`src/rtl/mips_pipe_ctrl.sv`:
```
// mips_pipe_ctrl: pipelined control for the 5-stage MIPS core.
// Decodes the ID opcode into EX/MEM/WB bundles, carries them through
// ID/EX, EX/MEM and MEM/WB, and raises load-use stalls, jump and
// branch flushes.
//
// Ports:
//   clk, rst_n        clock, synchronous active-low reset
//   opcode_id         opcode of the IF/ID instruction
//   rs_id, rt_id      register fields of the IF/ID instruction
//   branch_taken_ex   branch resolved taken in EX
//   ex_ctrl           {RegDst, ALUOp[1:0], ALUSrc} from ID/EX
//   mem_ctrl          {Branch, MemRead, MemWrite} from EX/MEM
//   wb_ctrl           {RegWrite, MemtoReg} from MEM/WB
//   mem_regwrite      RegWrite held in EX/MEM (forwarding)
//   pc_write          PC update enable
//   ifid_write        IF/ID update enable
//   if_flush          IF/ID cleared to NOP at the next edge
//   jump              select jump target for PC
//   illegal_op        ID opcode not decodable
//
// Build option PERF_CNT_EN adds saturating stall_cnt / flush_cnt
// outputs (width CNT_W).

module mips_pipe_ctrl #(
  parameter int OPC_W = 6,
  parameter int REG_W = 5
`ifdef PERF_CNT_EN
  ,
  parameter int CNT_W = 16
`endif
) (
  input  logic             clk,
  input  logic             rst_n,
  input  logic [OPC_W-1:0] opcode_id,
  input  logic [REG_W-1:0] rs_id,
  input  logic [REG_W-1:0] rt_id,
  input  logic             branch_taken_ex,
  output logic [3:0]       ex_ctrl,
  output logic [2:0]       mem_ctrl,
  output logic [1:0]       wb_ctrl,
  output logic             mem_regwrite,
  output logic             pc_write,
  output logic             ifid_write,
  output logic             if_flush,
  output logic             jump,
  output logic             illegal_op
`ifdef PERF_CNT_EN
  ,
  output logic [CNT_W-1:0] stall_cnt,
  output logic [CNT_W-1:0] flush_cnt
`endif
);

  localparam logic [OPC_W-1:0] OP_R    = OPC_W'(6'b000000);
  localparam logic [OPC_W-1:0] OP_LW   = OPC_W'(6'b100011);
  localparam logic [OPC_W-1:0] OP_SW   = OPC_W'(6'b101011);
  localparam logic [OPC_W-1:0] OP_BEQ  = OPC_W'(6'b000100);
  localparam logic [OPC_W-1:0] OP_ADDI = OPC_W'(6'b001000);
  localparam logic [OPC_W-1:0] OP_J    = OPC_W'(6'b000010);

  // ID-stage decode
  logic [3:0] w_ex;
  logic [2:0] w_mem;
  logic [1:0] w_wb;
  logic       w_illegal;
  logic       w_is_j;
  logic       w_uses_rt;

  // pipeline control registers
  logic [3:0]       r_idex_ex;
  logic [2:0]       r_idex_mem;
  logic [1:0]       r_idex_wb;
  logic [REG_W-1:0] r_idex_rt;
  logic [2:0]       r_exmem_mem;
  logic [1:0]       r_exmem_wb;
  logic [1:0]       r_memwb_wb;

  // hazard / flush
  logic w_idex_memread;
  logic w_rs_hit;
  logic w_rt_hit;
  logic w_hazard;
  logic w_stall;
  logic w_kill;

  always_comb begin
    w_ex      = 4'b0000;
    w_mem     = 3'b000;
    w_wb      = 2'b00;
    w_illegal = 1'b0;
    w_is_j    = 1'b0;
    w_uses_rt = 1'b0;
    case (opcode_id)
      OP_R: begin
        w_ex      = 4'b1100;
        w_wb      = 2'b10;
        w_uses_rt = 1'b1;
      end
      OP_LW: begin
        w_ex  = 4'b0001;
        w_mem = 3'b010;
        w_wb  = 2'b11;
      end
      OP_SW: begin
        w_ex      = 4'b0001;
        w_mem     = 3'b001;
        w_uses_rt = 1'b1;
      end
      OP_BEQ: begin
        w_ex      = 4'b0010;
        w_mem     = 3'b100;
        w_uses_rt = 1'b1;
      end
      OP_ADDI: begin
        w_ex = 4'b0001;
        w_wb = 2'b10;
      end
      OP_J: begin
        w_is_j = 1'b1;
      end
      default: begin
        w_illegal = 1'b1;
      end
    endcase
  end

  assign w_idex_memread = r_idex_mem[1];
  assign w_rs_hit = (r_idex_rt == rs_id);
  assign w_rt_hit = w_uses_rt & (r_idex_rt == rt_id);

  assign w_hazard = w_idex_memread
                  & (r_idex_rt != '0)
                  & (w_rs_hit | w_rt_hit);

  // a taken branch kills the dependent instruction, so no stall
  assign w_stall = w_hazard & ~branch_taken_ex;

  // ID/EX takes a bubble on a stall or a branch flush
  assign w_kill = branch_taken_ex | w_hazard;

  assign pc_write   = rst_n & ~w_stall;
  assign ifid_write = rst_n & ~w_stall;

  assign jump = rst_n & w_is_j
              & ~branch_taken_ex & ~w_stall;

  assign if_flush = rst_n
                  & (branch_taken_ex | (w_is_j & ~w_stall));

  assign illegal_op = w_illegal;

  always_ff @(posedge clk) begin
    if (!rst_n) begin
      r_idex_ex   <= '0;
      r_idex_mem  <= '0;
      r_idex_wb   <= '0;
      r_idex_rt   <= '0;
      r_exmem_mem <= '0;
      r_exmem_wb  <= '0;
      r_memwb_wb  <= '0;
    end else begin
      if (w_kill) begin
        r_idex_ex  <= '0;
        r_idex_mem <= '0;
        r_idex_wb  <= '0;
        r_idex_rt  <= '0;
      end else begin
        r_idex_ex  <= w_ex;
        r_idex_mem <= w_mem;
        r_idex_wb  <= w_wb;
        r_idex_rt  <= rt_id;
      end
      r_exmem_mem <= r_idex_mem;
      r_exmem_wb  <= r_idex_wb;
      r_memwb_wb  <= r_exmem_wb;
    end
  end

  assign ex_ctrl      = r_idex_ex;
  assign mem_ctrl     = r_exmem_mem;
  assign wb_ctrl      = r_memwb_wb;
  assign mem_regwrite = r_exmem_wb[1];

`ifdef PERF_CNT_EN
  logic [CNT_W-1:0] r_stall_cnt;
  logic [CNT_W-1:0] r_flush_cnt;

  always_ff @(posedge clk) begin
    if (!rst_n) begin
      r_stall_cnt <= '0;
      r_flush_cnt <= '0;
    end else begin
      if (w_stall && (r_stall_cnt != '1))
        r_stall_cnt <= r_stall_cnt + 1'b1;
      if (if_flush && (r_flush_cnt != '1))
        r_flush_cnt <= r_flush_cnt + 1'b1;
    end
  end

  assign stall_cnt = r_stall_cnt;
  assign flush_cnt = r_flush_cnt;
`endif

endmodule

```
`config.mk`:
```
export PLATFORM = sky130hd
export DESIGN_NAME = mips_pipe_ctrl
export DESIGN_NICKNAME = d
export VERILOG_FILES = /design/src/rtl/mips_pipe_ctrl.sv
export SDC_FILE = /design/constraint.sdc
export NUM_CORES = 1
export LEC_CHECK = 0
export ABC_AREA = 0
export BUFFER_PORTS_ARGS = -buffer_cell sky130_fd_sc_hd__buf_4
export CAP_MARGIN = 5
export CORE_MARGIN = 3
export CORE_UTILIZATION = 46
export DETAILED_ROUTE_END_ITERATION = 16
export PLACE_DENSITY = 0.88
export SETUP_SLACK_MARGIN = 0.05
export SLEW_MARGIN = 10
export SYNTH_ARGS = -nofsm -noshare
export SYNTH_HDL_FRONTEND = slang
export SYNTH_SLANG_ARGS = --single-unit
```
`constraint.sdc`:
```
create_clock -name clk -period 2.43 [get_ports clk]
set_input_delay 0.486 -clock clk [delete_from_list [all_inputs] [get_ports clk]]
set_output_delay 0.486 -clock clk [all_outputs]
set_load 0.05 [all_outputs]
```
=== Word level (Yosys, flattened, before mapping) ===
Index checks and enable logic that the tools add are counted.

* Eq/ne operators: 7
* Reduce and logical (&&, ||, !) cells: 7
* Mux-type cells: 6
* Bitwise gates (word level): 16

{| class="wikitable"
|+ Operators by type and width
! operator !! count
|-
| $eq A6 B6 Y1 const B || 2
|-
| $pmux W4 S3 || 1
|-
| $and A1 B1 Y1 || 10
|-
| $eq A5 B5 Y1 || 2
|-
| $pmux W3 S3 || 1
|-
| $eq A6 B2 Y1 const B || 1
|-
| $eq A6 B3 Y1 const B || 1
|-
| $eq A6 B4 Y1 const B || 1
|-
| $logic_not A6 Y1 || 1
|-
| $reduce_or A3 Y1 || 2
|-
| $reduce_or A6 Y1 || 1
|-
| $reduce_bool A5 Y1 || 1
|-
| $pmux W2 S2 || 1
|-
| $reduce_or A2 Y1 || 2
|-
| $mux W1 || 3
|-
| $not A1 Y1 || 3
|-
| $or A1 B1 Y1 || 3
|}

* Logic and storage cells: 43
* Register bits after elaboration: 21
* Output and inout port bits: 15

=== Longest topological paths before layout ===
Gate-level depths: netlist of run 1.

* Depth in word-level cells: 11
* Depth in mapped cells: 6
* Mapped depth without buffers: 4

=== Worst setup path after synthesis of run 1 ===
No wires, ideal clock.

* Path type: input to output
* Start: input port opcode_id[3]
* End: output port pc_write
* Slack: -782 ps
* Stages: 6
* Data arrival time: 2726 ps
* Buffers on the path: 2
* Data required time: 1944 ps
* Cell sequence: clkbuf_1 > nor4_1 > a31oi_1 > nor3_1 > o31ai_1 > buf_4

* Longest elaborated chain between the ends: 9
* Elaborated cells on any way between the ends: 11
* Those cells by class: eq/ne (2); mux (1); bitwise (6); reduce/logical (2)

{| class="wikitable"
|+ Ends and longest elaborated chain
! item !! RTL line !! text
|-
| start, declared || 34 || <nowiki>input logic [OPC_W-1:0] opcode_id,</nowiki>
|-
| $eq A6 B3 Y1, or another cell as far along || 93 || <nowiki>case (opcode_id)</nowiki>
|-
| $reduce_or A3 Y1 (no source line) (*) || - ||
|-
| $mux W1 (*) || 93 ||
|-
| $and A1 B1 Y1 (*) || 129 || <nowiki>assign w_rt_hit = w_uses_rt & (r_idex_rt == rt_id);</nowiki>
|-
| $or A1 B1 Y1 (*) || 133 || <nowiki>& (w_rs_hit | w_rt_hit);</nowiki>
|-
| $and A1 B1 Y1 (*) || 133 ||
|-
| $and A1 B1 Y1 (*) || 136 || <nowiki>assign w_stall = w_hazard & ~branch_taken_ex;</nowiki>
|-
| $not A1 Y1 (*) || - ||
|-
| $and A1 B1 Y1 (*) || - ||
|-
| end, declared || 42 || <nowiki>output logic pc_write,</nowiki>
|}

Every way passes the cells marked *; elsewhere a longest branch is shown, timed or not.

=== Worst setup path after layout of run 1 ===
* Start: register r_idex_rt[3]
* End: output port if_flush

* Longest elaborated chain between the ends: 9
* Elaborated cells on any way between the ends: 12
* Those cells by class: eq/ne (2); bitwise (9); reduce/logical (1)

{| class="wikitable"
|+ Ends and longest elaborated chain
! item !! RTL line !! text
|-
| start, declared || 73 || <nowiki>logic [REG_W-1:0] r_idex_rt;</nowiki>
|-
| start signal, assigned || 171 || <nowiki>r_idex_rt <= rt_id;</nowiki>
|-
| $eq A5 B5 Y1 || 129 ||
|-
| $and A1 B1 Y1 || 129 ||
|-
| $or A1 B1 Y1 || 133 ||
|-
| $and A1 B1 Y1 (*) || 133 ||
|-
| $and A1 B1 Y1 (*) || 136 ||
|-
| $not A1 Y1 (*) || 148 || <nowiki>& (branch_taken_ex | (w_is_j & ~w_stall));</nowiki>
|-
| $and A1 B1 Y1 (*) || 148 ||
|-
| $or A1 B1 Y1 (*) || 148 ||
|-
| $and A1 B1 Y1 (*) || 148 ||
|-
| end, declared || 44 || <nowiki>output logic if_flush,</nowiki>
|}

Marked as above.

==> summary.txt, run 1 <==
GRT
  – Global Route Usage Sum: 0.196
  – Initial antenna violation count: 0
  – Vias in the first global route: around 840
  – GR Overflow Total: 0
  – First-pass GRT wire length: about 3600 microns
  – Pin count of the biggest net entering global routing: 13

Synth
  – Syn_nets: roughly 120
  – Main area contributors after synthesis: dfxtp_1 43%, xnor2_1 10%, nor3_1 8.3%
  – Top-count cell post-synth: dfxtp_1
  – Mapped Avg Cell Area: approximately 8.7 sq um
  – Synth Cell Area: ~840 sq um
  – Post-synthesis register bit count: 18
  – Number of synthesized flops with an enable pin: 0
  – Post-synth top area share: 0.427
  – Primary FF master, synth: dfxtp_1
  – Synth area leader: dfxtp_1
  – Count of different cell masters after synthesis: 27
  – Register area share after synthesis: 0.427
  – Synth async-reset ratio: 0
  – Synth top cells by count: 18 x dfxtp_1, 14 x nor3_1, 10 x xnor2_1
  – Mapped Cells: 97
  – Synthesis Warnings: 0

Setup path
  – Critical Path Source: r_idex_rt[3]
  – Crit-path max cell delay: about 0.54 ns
  – Crit end category: output pin
  – Critical Path AT: 2.02 ns
  – CP Class: flip-flop to output pin
  – Crit path launch type: flip-flop
  – Worst path cell trace: or4_4, o21ai_4, or3b_1, o311ai_2, buf_6
  – Worst reg-to-reg setup slack: between 0.6 and 0.7 ns
  – CP Max Fanout: 4
  – Critical Path RT: 1.94 ns
  – Slowest-stage cell, CP: or4_4
  – Worst R2R Start: r_idex_rt[3]

Cells and area
  – Fill count: around 110
  – Number of nets in the layout: between 150 and 200
  – Final core utilization: 0.772
  – Storage cell area: approximately 360 sq um
  – Area grow syn2layout: 47.3%
  – Final cell area excluding filler cells: approximately 1200 sq um
  – ANT cells: 0
  – Layout cells sized above 1: 0.401
  – Area of the multi-input gates: approximately 480 sq um

Clock tree
  – Root buf cell: clkbuf_4
  – Clock sink count: 18
  – CTS tree: built
  – Clk buf depth: 2
  – Clock Latency Late Sink: about 0.29 ns
  – CTS clock-pin slew for the worst setup and hold paths: ~0.10 ns
  – Total CTS buffers: 3
  – # H-tree levels: 1

Power and ir drop
  – PwrDens: ~480 nW/um^2
  – Leak pwr: 0.515 nW
  – Peak supply drop: roughly 0.33 mV

Status
  – Violated checks: negative setup slack
  – Status: finished with violations

Worst hold path
  – Hold Crit Start: rt_id[1]
  – Worst min path class: input pin to flip-flop

Detailed routing
  – Drt pass-1 iters: 4
  – Routed WL: between 2000 and 2500 microns
  – Vias: slightly below 900
  – Routed Antenna Nets: 0
  – # DRC: 0
  – Via-to-Cell Ratio: 5.40
  – Initial DRC Count: 18
  – DR WL/cell: 13.6 microns

Timing
  – Fmax: 0.398 GHz
  – Slew @ Worst Pin: 0.441 ns
  – Fin worst setup slack: -0.0794 ns
  – Final Setup Violations: 2
  – RSZ-0062 raised after global routing: yes
  – Min Tclk post-route: between 2 and 3 ns
  – Fin. Hold Viols: 0
  – Worst clock skew: 0.00379 ns
  – Slew HR: 0.705
  – Final Cycle Share: 1.03
  – Final slew viol count: 0

Floorplanning
  – Starting Density: 0.524
  – Die Y: between 40 and 50 microns
  – Chip Width: between 40 and 50 microns
  – Area of the core: between 1500 and 2000 sq um
  – FP Rows: 14
  – Boundary Pins: 34
  – Die ar.: approximately 2400 sq um

Placed design
  – Routability Congestion: a little under 0.8
  – Port Buf Inserts: 33
  – Post-DP HPWL: ~1600 microns
  – Placed cell area: between 1000 and 1500 sq um

Flow run
  – Max Cap Viol: 0
## what timing repair did
item / CTS / global route
pin swaps: 4 / 1
setup endpoints to repair: 4 / 4
gates resized for setup: 7 / 2
setup buffers: 3 / 1
hold buffers: 0 / 0
hold endpoints to repair: 0 / 0
## registers in the layout (all words and copies together), names as in the netlist
signal,flops
r_idex_rt,5
ex_ctrl,3
mem_ctrl,3
r_idex_mem,3
wb_ctrl,2
r_exmem_wb,1
r_idex_wb,1
## cells by family (layout without fill, tap and decap cells)
kind of cell / count (synthesis) / count (layout) / share of synthesized area
buf+inv: 7 / 47 / 0.0578
compound gates: 10 / 10 / 0.0726
simple gates: 52 / 52 / 0.339
flops: 18 / 18 / 0.427
xor+xnor: 10 / 10 / 0.104
## report_power, final
part | internal (mW) | switching (mW)
Sequential | 0.299 | 0.00431
Clock | 0.0914 | 0.0931
Combinational | 0.0511 | 0.0580
## metal layers
layer  share of wire  GRT usage  up-vias
met4           0.024      0.142        0
li1                -          -      418
met1            0.40      0.216      411
met3           0.045     0.0306        6
met5               0          0        -
met2            0.53      0.337       35
## path summary, 6_finish.rpt
| check | endpoint | depth (start not counted) |
|---|---|---|
| max | if_flush | 5 |
| min | r_idex_rt[1] | 3 |
| max reg2reg | ex_ctrl[0] | 6 |
| min reg2reg | r_exmem_wb[1] | 1 |
## cell type report
class,instances,share of cell area
multi-input cells,72,0.388
flip-flops and latches,18,0.293
repair buffers,41,0.260
clock buffers,4,0.0292
well taps,24,0.0241
inverters,2,0.00604
## worst max-delay path: cells and delay by family (launching register included)
kind | cells | cell delay, ns
simple gates | 2 | 0.92
flops | 1 | 0.34
compound gates | 2 | 0.27
buf+inv | 1 | 0.20
## layout by cell type, fill, tap and decap left out, types with 3 or more instances in the layout
cell type / count
nor2_1: 5
dfxtp_2: 3
o21ai_0: 4
buf_4: 37
nor3_1: 14
dfxtp_1: 15
nand3_1: 4
clkbuf_4: 3
and2_1: 6
buf_6: 4
nand2b_1: 3
nand2_1: 9
xnor2_1: 10
## metrics by stage
step	instances	total power [mW]	worst slack (ns)	setup TNS (ns)	hold WS, ns
3_3_place_gp	153	0.406	0.187	0	0.415
6_report	161	0.597	-0.0794	-0.105	0.421
5_1_grt	161	0.622	-0.136	-0.328	0.419
3_5_place_dp	153	0.410	0.141	0	0.422
2_1_floorplan	97	0.366	-0.0239	-0.0239	0.412
4_1_cts	160	0.595	-0.0907	-0.126	0.415
No activity file was read; power rests on OpenSTA's default activity.
==> run 2: changes to the inputs <==
CORE_UTILIZATION = 41   (was 46)
PLACE_DENSITY = 0.83   (was 0.88)
clock period = 2.16 ns   (was 2.43 ns; I/O delays follow)
==> run 2 against run 1 <==
The flow still finishes with violations (negative setup slack). Core utilization down 8.2 points. Design area up 2.0%. Clock skew up 0.0039 ns. Combinational power up 15%. Sequential power up 12%. Global-route usage down 2.1 points. Register-to-register slack worse by 0.22 ns. Critical path depth unchanged. Routed wire length down 6.2%. Sequential share of layout area down 0.87 points. Worst hold slack worse by 0.052 ns. Flip-flop and latch count unchanged.
==> summary.txt, run 2 (synthesis results as in run 1) <==
Clock tree
  – Total CTS buffers: 3 (unchanged)
  – Clock sink count: 18 (unchanged)
  – CTS tree: built
  – Root buf cell: clkbuf_4
  – CTS clock-pin slew for the worst setup and hold paths: 0.10 ns (about the same)
  – Clock Latency Late Sink: 0.29 ns (about the same)
  – # H-tree levels: 1 (unchanged)
  – Post-CTS Hold Buffers: 0 (unchanged)
  – Clk buf depth: 2 (unchanged)

Placed design
  – Port Buf Inserts: 33 (unchanged)
  – Post-DP HPWL: 1630 microns (+2.9%)
  – Post-place setup slack: 0.00731 ns (-0.134 ns)
  – Routability Congestion: 0.834 (+6.3%)

Detailed routing
  – Routed WL: 2050 microns (-6.2%)
  – Vias: 836 (-3.9%)
  – Drt pass-1 iters: 3 (-1)
  – Initial DRC Count: 7 (-11)
  – Via-to-Cell Ratio: 5.10 (-5.7%)
  – # DRC: 0 (unchanged)
  – DR WL/cell: 12.5 microns (-7.9%)
  – Routed Antenna Nets: 0 (unchanged)

Timing
  – Fmax: 0.417 GHz
  – Final slew viol count: 0 (unchanged)
  – Final Cycle Share: 1.11
  – Slew @ Worst Pin: 0.419 ns (-0.0219 ns)
  – Fin worst setup slack: -0.241 ns (-0.161 ns)
  – Worst clock skew: 0.00771 ns (+0.00392 ns)
  – Min Tclk post-route: about 2.4 ns
  – Final Setup Violations: 4 (+2)
  – Total negative slack: -0.570 ns (-0.466 ns)
  – RSZ-0062 raised after global routing: yes
  – Slew HR: 0.718 (+0.0134)
  – Fin. Hold Viols: 0 (unchanged)

GRT
  – Vias in the first global route: 831 (-1.5%)
  – Pin count of the biggest net entering global routing: 13 (unchanged)
  – Global Route Usage Sum: 0.174 (-0.0212)
  – Initial antenna violation count: 0 (unchanged)
  – GR Overflow Total: 0 (unchanged)
  – First-pass GRT wire length: 3490 microns (-3.6%)

Setup path
  – Crit end category: output pin
  – Slowest-stage cell, CP: or4_1
  – Crit path launch type: flip-flop
  – R2r endpoint: ex_ctrl[0]
  – Critical Path Source: r_idex_rt[0]
  – CP Max Fanout: 2 (-2)
  – Worst path cell trace: or4_1, o21ai_2, or3b_4, o311ai_4, buf_6
  – Worst R2R Path Depth: 6 (unchanged)
  – Critical Path AT: 1.97 ns (-0.05 ns)
  – CP endpoint: if_flush
  – Worst reg-to-reg setup slack: 0.41 ns (-0.22 ns)
  – Worst R2R Start: r_idex_rt[0]
  – Critical Path RT: 1.73 ns (-0.21 ns)
  – Crit-path max cell delay: 0.53 ns (about the same)
  – CP Class: flip-flop to output pin

Cells and area
  – Max reg flops: 5 (unchanged)
  – Fill count: 152 (+37%)
  – Area grow syn2layout: 50.2%
  – Most frequent cells in the layout: 39 x buf_4, 18 x dfxtp_1, 13 x nor3_1
  – ANT cells: 0 (unchanged)
  – Number of nets in the layout: 159 (+1.3%)
  – Layout cells sized above 1: 0.403 (+0.00142)
  – Largest Register: r_idex_rt
  – Most common cell after layout, fill and taps aside: buf_4

Worst hold path
  – Worst min path class: input pin to flip-flop

Floorplanning
  – Area of the core: 1840 sq um (+14%)
  – Die Y: 51.4 microns (+5.2%)
  – Boundary Pins: 34 (unchanged)
  – Chip Width: 51.4 microns (+5.2%)
  – Starting Density: 0.459 (-0.0649)
  – Die ar.: 2640 sq um (+11%)
  – FP Rows: 15 (+1)

Power and ir drop
  – Peak supply drop: 0.305 mV (-8.3%)
  – Leak pwr: 0.527 nW (+2.3%)
  – PwrDens: 527 nW/um^2 (+9.6%)
  – Design Power: 668 uW (+12%)

Status
  – Violated checks: negative setup slack
  – Status: finished with violations

Flow run
  – Max Cap Viol: 0 (unchanged)
==> run 2: worst min-delay path by stage <==
stage | slack (ns) | cells after the start | startpoint | to
2_1_floorplan | 0.41 | 1 | r_idex_mem[0] | mem_ctrl[0]
3_3_place_gp | 0.42 | 1 | r_idex_mem[2] | mem_ctrl[2]
3_5_place_dp | 0.42 | 1 | r_idex_wb[1] | r_exmem_wb[1]
4_1_cts | 0.37 | 3 | rt_id[1] | r_idex_rt[1]
5_1_grt | 0.38 | 3 | rt_id[2] | r_idex_rt[2]
6_report | 0.37 | 3 | rt_id[1] | r_idex_rt[1]
==> run 2: repair_timing <==
item,4_1_cts,5_1_grt
hold endpoints to repair,0,0
gates resized for setup,6,0
endpoints found under the setup margin,4,4
setup buffers,0,0
pin swaps,1,0
==> run 2: where the power goes <==
group / switching [mW] / internal (mW)
combinational: 0.0651 / 0.0601
sequential: 0.00356 / 0.336
clock: 0.100 / 0.103
==> run 2: per-stage QoR <==
step	hold WS (ns)	util	cell area [sq um]	std cells
3_3_place_gp	0.417	0.661	1210	160
2_1_floorplan	0.412	-	916	97
4_1_cts	0.367	0.690	1270	164
3_5_place_dp	0.421	0.661	1210	160
6_report	0.369	0.690	1270	164
5_1_grt	0.376	0.690	1270	164
==> run 2: area by class of cell <==
class | count | area, sq um | share of cell area
clock buffer | 4 | 36.3 | 0.0286
inverter | 2 | 7.51 | 0.00592
multi-input combinational | 72 | 495 | 0.391
sequential | 18 | 360 | 0.284
tap | 25 | 31.3 | 0.0247
timing repair buffer | 43 | 338 | 0.266
==> run 2: worst max-delay path: cells and delay by family (launching register included) <==
family	cells	cell delay, ns
compound gates	2	0.23
buf+inv	1	0.19
simple gates	2	0.93
flops	1	0.32
==> run 2: per-layer routing <==
layer | wire [microns] | part of all wire | track usage | vias to the layer above
met4 | 37 | 0.018 | 0.0786 | 0
met3 | 95 | 0.046 | 0.0175 | 4
met5 | 0 | 0 | 0 | -
met1 | 865 | 0.42 | 0.208 | 379
li1 | - | - | - | 429
met2 | 1050 | 0.51 | 0.311 | 24
